## src/rtl/register_scoreboard_pkg.sv

```systemverilog
// register_scoreboard_pkg: shared register-file types for the issue scoreboard
package register_scoreboard_pkg;
   localparam int XLEN = 32;
   typedef logic [4:0] rv_reg_t;
   typedef struct packed {
      logic    valid;
      rv_reg_t rd;
   } scoreboard_entry_t;
endpackage

```

## src/rtl/register_scoreboard_if.sv

```systemverilog
// register_scoreboard_if: decode/writeback/flush bundle seen by the scoreboard
interface register_scoreboard_if
   import register_scoreboard_pkg::*;
#(
   parameter int DEPTH = 4,
   parameter int CNT_W = $clog2(DEPTH + 1)
);
   logic             issue_valid;
   rv_reg_t          issue_rs1;
   logic             issue_rs1_used;
   rv_reg_t          issue_rs2;
   logic             issue_rs2_used;
   rv_reg_t          issue_rd;
   logic             issue_rd_write;
   logic             issue_ready;
   logic             retire_valid;
   rv_reg_t          retire_rd;
   logic             flush_valid;
   logic [CNT_W-1:0] flush_keep;
   logic [CNT_W-1:0] inflight_count;
   logic [XLEN-1:0]  stall_cycles;
   logic             protocol_error;
   modport master (
      output issue_valid, issue_rs1, issue_rs1_used, issue_rs2, issue_rs2_used,
             issue_rd, issue_rd_write, retire_valid, retire_rd, flush_valid, flush_keep,
      input  issue_ready, inflight_count, stall_cycles, protocol_error
   );
   modport slave (
      input  issue_valid, issue_rs1, issue_rs1_used, issue_rs2, issue_rs2_used,
             issue_rd, issue_rd_write, retire_valid, retire_rd, flush_valid, flush_keep,
      output issue_ready, inflight_count, stall_cycles, protocol_error
   );
endinterface

```

## src/rtl/register_scoreboard_tag_fifo.sv

```systemverilog
// scoreboard_tag_fifo: in-order circular buffer of pending rd writes with pop-then-truncate
module scoreboard_tag_fifo
   import register_scoreboard_pkg::*;
#(
   parameter int DEPTH = 4,
   parameter int CNT_W = $clog2(DEPTH + 1),
   parameter int PTR_W = $clog2(DEPTH)
) (
   input  logic                           clock,
   input  logic                           reset,
   input  logic                           push_i,
   input  rv_reg_t                        push_rd_i,
   input  logic                           pop_i,
   input  logic                           trunc_i,
   input  logic [CNT_W-1:0]               trunc_keep_i,
   output scoreboard_entry_t [DEPTH-1:0]  entries_o,
   output rv_reg_t                        head_rd_o,
   output logic [CNT_W-1:0]               count_o
);
   logic [PTR_W-1:0] head_q, head_d, tail;
   logic [CNT_W-1:0] count_q, count_d, remain;
   rv_reg_t          rd_q [DEPTH];

   function automatic logic [PTR_W-1:0] wrap(input int v);
      return PTR_W'(v % DEPTH);
   endfunction

   // truncation acts on what is left after the same-cycle pop
   always_comb begin
      remain  = count_q - CNT_W'(pop_i);
      head_d  = pop_i ? wrap(int'(head_q) + 1) : head_q;
      tail    = wrap(int'(head_q) + int'(count_q));
      count_d = trunc_i ? ((trunc_keep_i < remain) ? trunc_keep_i : remain)
                        : remain + CNT_W'(push_i);
   end

   always_ff @(posedge clock) begin
      if (reset) begin
         head_q  <= '0;
         count_q <= '0;
      end else begin
         head_q  <= head_d;
         count_q <= count_d;
      end
      if (push_i && !trunc_i && !reset) rd_q[tail] <= push_rd_i;
   end

   for (genvar e = 0; e < DEPTH; e++) begin : g_ent
      assign entries_o[e].valid = ((e + DEPTH - int'(head_q)) % DEPTH) < int'(count_q);
      assign entries_o[e].rd    = rd_q[e];
   end

   assign head_rd_o = rd_q[head_q];
   assign count_o   = count_q;
endmodule

```

## src/rtl/register_scoreboard.sv

```systemverilog
// register_scoreboard: RAW-hazard issue gate over the in-flight writer FIFO,
// with a saturating stall counter and a sticky protocol-error flag.
module register_scoreboard
   import register_scoreboard_pkg::*;
#(
   parameter int DEPTH = 4,
   parameter int CNT_W = $clog2(DEPTH + 1)
) (
   input logic                  clock,
   input logic                  reset,
   register_scoreboard_if.slave sb
);
   scoreboard_entry_t [DEPTH-1:0] entries;
   rv_reg_t                       head_rd;
   logic [CNT_W-1:0]              count;
   logic                          haz1, haz2, tracked, full, ready, pop;
   logic                          err_q, err_d;
   logic [XLEN-1:0]               stall_q, stall_d;

   // the retiring head still hazards: reads are registered with no bypass
   always_comb begin
      haz1 = 1'b0;
      haz2 = 1'b0;
      for (int i = 0; i < DEPTH; i++) begin
         haz1 = haz1 | (entries[i].valid && entries[i].rd == sb.issue_rs1);
         haz2 = haz2 | (entries[i].valid && entries[i].rd == sb.issue_rs2);
      end
      haz1 = haz1 && sb.issue_rs1_used && sb.issue_rs1 != '0;
      haz2 = haz2 && sb.issue_rs2_used && sb.issue_rs2 != '0;
   end

   assign tracked = sb.issue_rd_write && sb.issue_rd != '0;
   assign full    = count == CNT_W'(DEPTH);
   assign ready   = !sb.flush_valid && !haz1 && !haz2 && !(tracked && full);
   assign pop     = sb.retire_valid && count != '0;
   assign err_d   = err_q | (sb.retire_valid && (count == '0 || sb.retire_rd != head_rd));
   assign stall_d = (sb.issue_valid && !ready && stall_q != '1) ? stall_q + XLEN'(1) : stall_q;

   scoreboard_tag_fifo #(.DEPTH(DEPTH), .CNT_W(CNT_W)) u_fifo (
      .clock        (clock),
      .reset        (reset),
      .push_i       (sb.issue_valid && ready && tracked),
      .push_rd_i    (sb.issue_rd),
      .pop_i        (pop),
      .trunc_i      (sb.flush_valid),
      .trunc_keep_i (sb.flush_keep),
      .entries_o    (entries),
      .head_rd_o    (head_rd),
      .count_o      (count)
   );

   always_ff @(posedge clock) begin
      if (reset) begin
         err_q   <= 1'b0;
         stall_q <= '0;
      end else begin
         err_q   <= err_d;
         stall_q <= stall_d;
      end
   end

   assign sb.issue_ready    = ready;
   assign sb.inflight_count = count;
   assign sb.stall_cycles   = stall_q;
   assign sb.protocol_error = err_q;
endmodule

```

## src/flat_wrapper.sv

```systemverilog
// flat-port wrapper written by rule: the top's interface ports become plain ports
module register_scoreboard_flat import register_scoreboard_pkg::*;
#(
   parameter int DEPTH = 4,
   parameter int CNT_W = $clog2(DEPTH + 1)
)
  (clock, reset, sb_issue_valid, sb_issue_rs1, sb_issue_rs1_used, sb_issue_rs2, sb_issue_rs2_used, sb_issue_rd, sb_issue_rd_write, sb_retire_valid, sb_retire_rd, sb_flush_valid, sb_flush_keep, sb_issue_ready, sb_inflight_count, sb_stall_cycles, sb_protocol_error);
  register_scoreboard_if #(.DEPTH(DEPTH), .CNT_W(CNT_W)) sb_i ();
  input logic clock;
  input logic reset;
  input wire logic [$bits(sb_i.issue_valid)-1:0] sb_issue_valid;
  input wire logic [$bits(sb_i.issue_rs1)-1:0] sb_issue_rs1;
  input wire logic [$bits(sb_i.issue_rs1_used)-1:0] sb_issue_rs1_used;
  input wire logic [$bits(sb_i.issue_rs2)-1:0] sb_issue_rs2;
  input wire logic [$bits(sb_i.issue_rs2_used)-1:0] sb_issue_rs2_used;
  input wire logic [$bits(sb_i.issue_rd)-1:0] sb_issue_rd;
  input wire logic [$bits(sb_i.issue_rd_write)-1:0] sb_issue_rd_write;
  input wire logic [$bits(sb_i.retire_valid)-1:0] sb_retire_valid;
  input wire logic [$bits(sb_i.retire_rd)-1:0] sb_retire_rd;
  input wire logic [$bits(sb_i.flush_valid)-1:0] sb_flush_valid;
  input wire logic [$bits(sb_i.flush_keep)-1:0] sb_flush_keep;
  output wire logic [$bits(sb_i.issue_ready)-1:0] sb_issue_ready;
  output wire logic [$bits(sb_i.inflight_count)-1:0] sb_inflight_count;
  output wire logic [$bits(sb_i.stall_cycles)-1:0] sb_stall_cycles;
  output wire logic [$bits(sb_i.protocol_error)-1:0] sb_protocol_error;
  assign sb_i.issue_valid = sb_issue_valid;
  assign sb_i.issue_rs1 = sb_issue_rs1;
  assign sb_i.issue_rs1_used = sb_issue_rs1_used;
  assign sb_i.issue_rs2 = sb_issue_rs2;
  assign sb_i.issue_rs2_used = sb_issue_rs2_used;
  assign sb_i.issue_rd = sb_issue_rd;
  assign sb_i.issue_rd_write = sb_issue_rd_write;
  assign sb_i.retire_valid = sb_retire_valid;
  assign sb_i.retire_rd = sb_retire_rd;
  assign sb_i.flush_valid = sb_flush_valid;
  assign sb_i.flush_keep = sb_flush_keep;
  assign sb_issue_ready = sb_i.issue_ready;
  assign sb_inflight_count = sb_i.inflight_count;
  assign sb_stall_cycles = sb_i.stall_cycles;
  assign sb_protocol_error = sb_i.protocol_error;
  register_scoreboard #(.DEPTH(DEPTH), .CNT_W(CNT_W)) u_core (.clock(clock), .reset(reset), .sb(sb_i));
endmodule
```

## config.mk

```make
export PLATFORM = sky130hd
export DESIGN_NAME = register_scoreboard_flat
export DESIGN_NICKNAME = d
export VERILOG_FILES = /design/src/rtl/register_scoreboard_pkg.sv /design/src/rtl/register_scoreboard_if.sv /design/src/rtl/register_scoreboard_tag_fifo.sv /design/src/rtl/register_scoreboard.sv /design/src/flat_wrapper.sv
export SDC_FILE = /design/constraint.sdc
export NUM_CORES = 1
export LEC_CHECK = 0
export BUFFER_PORTS_ARGS = -buffer_cell sky130_fd_sc_hd__buf_2
export CORE_MARGIN = 2
export CORE_UTILIZATION = 50
export DETAILED_ROUTE_END_ITERATION = 10
export PLACE_DENSITY_LB_ADDON = 0.15
export SKIP_CTS_REPAIR_TIMING = 1
export SLEW_MARGIN = 20
export SYNTH_ARGS = -nofsm -noshare
export SYNTH_HDL_FRONTEND = slang
export SYNTH_SLANG_ARGS = --single-unit
```

## constraint.sdc

```tcl
create_clock -name clock -period 3.1 [get_ports clock]
set_input_delay 0.465 -clock clock [delete_from_list [all_inputs] [get_ports clock]]
set_output_delay 0.465 -clock clock [all_outputs]
set_load 0.1 [all_outputs]
```

* Yosys cells after proc, flatten, opt, wreduce, memory -nomap -nowiden
Memories as Yosys holds them, arrays and structs flattened. A register that Yosys moved wholly into a read port is not among the register bits. Cells that the tools add are included.
Cells by class: bitwise operators 11, muxes and demuxes 6, order comparisons 5, eq/ne operators 11, add/subtract/negate cells 9, reductions and logical operators 41
Operators by type and width (number):
- 5-bit == test | 8
- 32-bit by 1-bit adder with 32-bit output, second input constant | 1
- 32-bit != test, second input constant | 1
- 1-bit logical AND | 25
- 3-bit by 4-bit < comparator with 1-bit output | 4
- 3-bit by 2-bit subtractor with 4-bit output, first input constant | 4
- 5-bit nonzero test | 3
- 2-bit OR reduction | 4
- 1-bit OR | 7
- 1-bit logical NOT | 6
- 3-bit two-way mux | 2
- 5-bit != test | 1
- 1-bit bitwise AND | 4
- 2-bit two-way mux | 2
- 3-bit by 1-bit adder with 3-bit output | 1
- 3-bit == test, second input constant | 1
- 3-bit logical NOT | 1
- 3-bit < comparator | 1
- 3-bit nonzero test | 1
- 3-bit by 1-bit subtractor with 3-bit output | 1
- 2-bit by 1-bit adder with 2-bit output, second input constant | 1
- 2-bit adder | 1
- 1-bit two-way mux | 2
- 1-bit logical OR | 1
Storage, ports and cells: bits of input ports 31, output and inout bits 37, RAM bits 20, flip-flop bits (word level) 38, logic and storage cells 88, memories kept 1
Memory list:
- u_core.u_fifo.rd_q | depth 4, width 5, read ports 5, clocked after Yosys merged registers in 1, wr ports 1, line register_scoreboard_tag_fifo.sv:22 | rv_reg_t rd_q [DEPTH];

* Logic depth before layout (Yosys ltp)
depth in word-level cells 20, depth in mapped cells 16, depth with buffers taken out 15

* By module
From an unflattened synthesis, not the netlist that was laid out.
Second synthesis, totals: cell total of the unflattened synthesis 394, area, all modules 3863.7 um^2
By module, submodules not included:
- register_scoreboard | cells each 302, area an instance 2563.7 um^2, instances 1, sequential area each 660.6 um^2
- scoreboard_tag_fifo | cells each 92, area an instance 1300.0 um^2, instances 1, sequential area each 740.7 um^2

* Worst setup path before layout
No wires, ideal clock.
path type reg2reg, from register u_core.u_fifo.count_q[1], in the netlist u_core.u_fifo.count_o[1], to register u_core.u_fifo.count_q[2], in the netlist u_core.u_fifo.count_o[2], arrival 3.401 ns, library setup time 0.128 ns, clock period less this slack 3.529 ns, setup slack -0.429 ns, cell stages (with the launch flop) 16, data required time 2.972 ns, cell sequence dfxtp_1 -> inv_1 -> ha_1 -> a21oi_1 -> o2111ai_1 -> or3_1 -> a31oi_1 -> nor4_2 -> buf_4 -> and3_4 -> ha_1 -> ha_1 -> xnor2_1 -> nor2_1 -> a21oi_1 -> nor2_1
Between the ends: cells in the longest elaborated chain, start to end 15, elaborated cells on any way between the ends 39, classes of those cells add/sub (2); order compare (5); eq/ne (1); mux (2); bitwise (6); reduce/logical (23)
RTL lines:
- start, declared | line register_scoreboard_tag_fifo.sv:21 | logic [CNT_W-1:0] count_q, count_d, remain;
- start signal, assigned | line register_scoreboard_tag_fifo.sv:43 | count_q <= count_d;
- 3-bit by 4-bit < comparator with 1-bit output | line register_scoreboard_tag_fifo.sv:49 | assign entries_o[e].valid = ((e + DEPTH - int'(head_q)) % DEPTH) < int'(count_q);
- 1-bit logical AND | line register_scoreboard.sv:25 | haz1 = haz1 | (entries[i].valid && entries[i].rd == sb.issue_rs1);
- 1-bit OR (3 in a row) | line register_scoreboard.sv:25
- 1-bit logical AND (2 in a row) | line register_scoreboard.sv:28 | haz1 = haz1 && sb.issue_rs1_used && sb.issue_rs1 != '0;
- 1-bit logical NOT | line register_scoreboard.sv:34 | assign ready = !sb.flush_valid && !haz1 && !haz2 && !(tracked && full);
- 1-bit logical AND (3 in a row) | line register_scoreboard.sv:34
- 1-bit logical AND (2 in a row) | line register_scoreboard.sv:42 | .push_i (sb.issue_valid && ready && tracked),
- 3-bit by 1-bit adder with 3-bit output | line register_scoreboard_tag_fifo.sv:34 | : remain + CNT_W'(push_i);
- 3-bit two-way mux (*) | line register_scoreboard_tag_fifo.sv:33 | count_d = trunc_i ? ((trunc_keep_i < remain) ? trunc_keep_i : remain)
Every way passes the cells marked *; elsewhere a longest branch is shown, timed or not. A chain may end at the register's enable or synchronous reset.

* Worst setup path in the final report
from register u_core.u_fifo.head_q[1], to output port sb_issue_ready
Between the ends: cells in the longest elaborated chain, start to end 14, elaborated cells on any way between the ends 39, classes of those cells add/sub (4); order compare (4); bitwise (10); reduce/logical (21)
RTL lines:
- start, declared | line register_scoreboard_tag_fifo.sv:20 | logic [PTR_W-1:0] head_q, head_d, tail;
- start signal, assigned | line register_scoreboard_tag_fifo.sv:39 | head_q <= '0;
- start signal, assigned | line register_scoreboard_tag_fifo.sv:42 | head_q <= head_d;
- 3-bit by 2-bit subtractor with 4-bit output | line register_scoreboard_tag_fifo.sv:49
- 2-bit OR reduction (no source line)
- 1-bit bitwise AND (no source line)
- 3-bit by 4-bit < comparator with 1-bit output | line register_scoreboard_tag_fifo.sv:49
- 1-bit logical AND | line register_scoreboard.sv:25
- 1-bit OR (3 in a row) | line register_scoreboard.sv:25
- 1-bit logical AND (2 in a row) | line register_scoreboard.sv:28
- 1-bit logical NOT | line register_scoreboard.sv:34
- 1-bit logical AND | line register_scoreboard.sv:34
- 1-bit logical AND (*) (2 in a row) | line register_scoreboard.sv:34
- end, declared | line flat_wrapper.sv:22 | output wire logic [$bits(sb_i.issue_ready)-1:0] sb_issue_ready;
Marked as above.

==> metrics.md <==
| Metric | Value |
|---|---|
| CP startpoint kind | register |
| Initial antenna violation count | 0 |
| Row Count | 31 |
| Post-Route M1 WL | between 3000 and 4000 um |
| Switching power | just over 900 uW |
| CTS Buffer Depth | 2 |
| Slew HR | 66.7% |
| Fin crit share | 98.0% |
| Antenna Cells | 0 |
| GP Congestion | 0.963 |
| Root cell of the clock tree | clkbuf_8 |
| Syn_nets | between 400 and 500 |
| Routed length on met2 | between 4000 and 5000 um |
| Count leader, synth | nor2_1 |
| Synth Instances | between 300 and 400 |
| DR vias | 2,988 |
| Number of DRC markers in iteration 0 | between 100 and 150 |
| DP HPWL | 6210 um |
| Largest net degree at the start of global routing | 25 |
| Maximum VDD drop | ~0.00026 V |
| WP data arrival | 2.57 ns |
| Final-report hold violation count | 0 |
| Clk pwr share | approximately 29% |
| PD cells | 594 nW/um^2 |
| # IOs | 68 |
| HP Class | input pin to register |
| Comb power frac | 35.2% |
| LEAKAGE | 0.00170 uW |
| CTS Sinks | 60 |
| Area Overhead vs Synth | 19.0% |
| First-pass GRT wire length | roughly 14,000 um |
| Post-DRT Antenna Nets | 0 |
| Asr flop ratio synth | 0% |
| Register area share after synthesis | roughly two fifths |
| Period minus WS final | 3.04 ns |
| Sequential share of power | between 30% and 40% |
| Synth warn | 0 |
| Post-synthesis register bit count | 60 |
| Crit path capture type | primary output |
| Final core occ | 61.0% |
| Design Power | 2600 uW |
| WL final | 8620 um |
| Post-synth top area cell | dfxtp_1 |
| DRT Pass-1 Iters | 6 |
| Clk_lat worst skew | 0.33 ns |
| Max_cap viols | 0 |
| Final #Nets | 494 |
| Clk_skew | 0.0104 ns |
| Final setup viols | 0 |
| Top FF cell, synth | dfxtp_1 |
| Hold_ws | 0.358 ns |
| Layout cell share with drive strength beyond 1 | just under 30% |
| DRC Markers | 0 |
| Metal3 WL | 392 um |
| Status | completed |
| Sw frac | 35.9% |
| Core Box Area | 7180 um^2 |
| Synth top area share | 21.8% |
| Fill cells | 641 |
| Initial core utilization | between 50% and 60% |
| Actual slew at the worst max-slew pin | ~0.50 ns |
| Setup CP Type | register to primary output |
| DR WL/cell | 15.6 um |
| Storage cell area | ~1400 um^2 |
| Num CTS Buffers | 9 |
| Multi-input logic area | 2120 um^2 |
| Synth Cell Area | about 3700 um^2 |
| DIE WIDTH | roughly 90 um |
| Design internal power | ~1700 uW |
| DR top layer | met4 |
| Synth top cells by count | nor2_1, xnor2_1, dfxtp_1 |
| Peak Freq | 0.329 GHz |
| # port buffers | 67 |
| Mean Syn Cell Area | slightly below 10 um^2 |
| Overall Global Routing Usage | 21.4% |
| Via density | about 5.4 |
| Die area | 8060 um^2 |
| Vias in the first global route | 2,764 |
| TritonCTS clock tree | yes |
| R2r setup slk | 0.13 ns |
| Netlist cell types | 49 |
| Grt ovf | 0 |
| Post-synth EDFFs | 20 |
| CP required | 2.63 ns |
| Die height | roughly 90 um |
| Final Max Slew Viols | 0 |
| CTS clk-pin slew, worst paths | 0.06 ns |
| Largest cells by area after synthesis | dfxtp_1, edfxtp_1, xnor2_1 |
| CP max FO | 8 |
| # H-tree levels | 3 |
==> cells by family after synthesis <==
| logic type | count (synthesis) | share of synthesized area (%) |
|---|---|---|
| AOI/OAI and AO/OA | 36 | 6.30 |
| xor gates and xnor gates | 76 | 18.1 |
| adders and majority gates | 14 | 4.76 |
| buffers and inverters | 37 | 5.82 |
| DFF | 60 | 38.1 |
| muxes | 8 | 3.95 |
| and+or+nand+nor | 151 | 23.0 |
==> power groups by stage <==
| stage | clock network [uW] | logic (uW) | registers (uW) |
|---|---|---|---|
| after CTS | 766 | 854 | 934 |
| after floorplan | 0 | 572 | 1050 |
| after detailed placement | 0 | 847 | 951 |
| final | 745 | 915 | 938 |
| after global routing | 799 | 1020 | 949 |
| after global placement | 0 | 828 | 947 |
==> registers in the layout, summed over array words and instances, names as in the netlist, named ones only <==
register	cells
u_core.sb.stall_cycles	32
u_core.u_fifo.rd_q	20
u_core.u_fifo.count_o	3
u_core.u_fifo.head_q	2
u_core.sb.protocol_error	1
==> routing by layer <==
layer	GRT usage, %	up-vias
li1	-	1480
met1	27.1	1418
met2	35.8	76
met3	4.69	14
met4	8.21	0
met5	0	-
==> critical path, cell delays in order (launching register included) <==
cell and delay [ns]:
dfxtp_1 0.42, xnor2_2 0.11, ha_1 0.28, nand2b_1 0.05, a21oi_1 0.25, nor4_1 0.09
a31oi_1 0.27, a31oi_4 0.14, nor4_4 0.25, buf_6 0.20, buf_12 0.18
==> layout by cell type (no fill, tap or decap), types with 5 or more instances in the layout <==
| cell type | Yosys | routed |
|---|---|---|
| a21oi_1 | 13 | 12 |
| and3_1 | 6 | 6 |
| ha_1 | 14 | 13 |
| inv_1 | 10 | 10 |
| o31ai_1 | 5 | 5 |
| edfxtp_1 | 20 | 20 |
| buf_2 | 9 | 67 |
| nor4_1 | 6 | 6 |
| nand2_1 | 18 | 18 |
| xnor2_1 | 46 | 45 |
| buf_4 | 3 | 13 |
| nor3_2 | 11 | 11 |
| mux4_2 | 5 | 5 |
| nand4_1 | 13 | 13 |
| or4_1 | 8 | 8 |
| nor3_1 | 12 | 12 |
| dfxtp_1 | 40 | 36 |
| nor2_1 | 47 | 47 |
| xor2_1 | 30 | 30 |
| clkbuf_8 | 0 | 9 |
| nand3_1 | 12 | 12 |
==> layout make-up <==
class,count,share of cell area [%]
multi-input combinational,285,48.3
sequential,60,32.2
timing repair buffer,83,11.1
clock buffer,10,2.92
tap,99,2.83
clock inverter,6,1.80
inverter,10,0.858
==> path summary, 6_finish.rpt <==
check | endpoint | cells past startpoint | startpoint
setup reg to reg | u_core.sb.stall_cycles[27]$_SDFFE_PP0P_ | 12 | u_core.u_fifo.head_q[1]$_SDFFE_PP0P_
setup / recovery | sb_issue_ready | 10 | u_core.u_fifo.head_q[1]$_SDFFE_PP0P_
hold / removal | u_core.u_fifo.rd_q[2][0]$_DFFE_PP_ | 1 | sb_issue_rd[0]
hold reg to reg | u_core.sb.protocol_error$_SDFF_PP0_ | 2 | u_core.sb.protocol_error$_SDFF_PP0_
==> through the flow <==
stage	instances	area [um^2]	worst slack, ns	TNS [ns]
after floorplan	382	3680	0.0859	0
after global placement	531	4080	0.152	0
after global routing	553	4380	-0.0571	-0.0579
final	553	4380	0.0633	0
after detailed placement	531	4080	-0.00250	-0.00250
after CTS	547	4280	-0.243	-0.264
(Power assumes the default switching activity.)
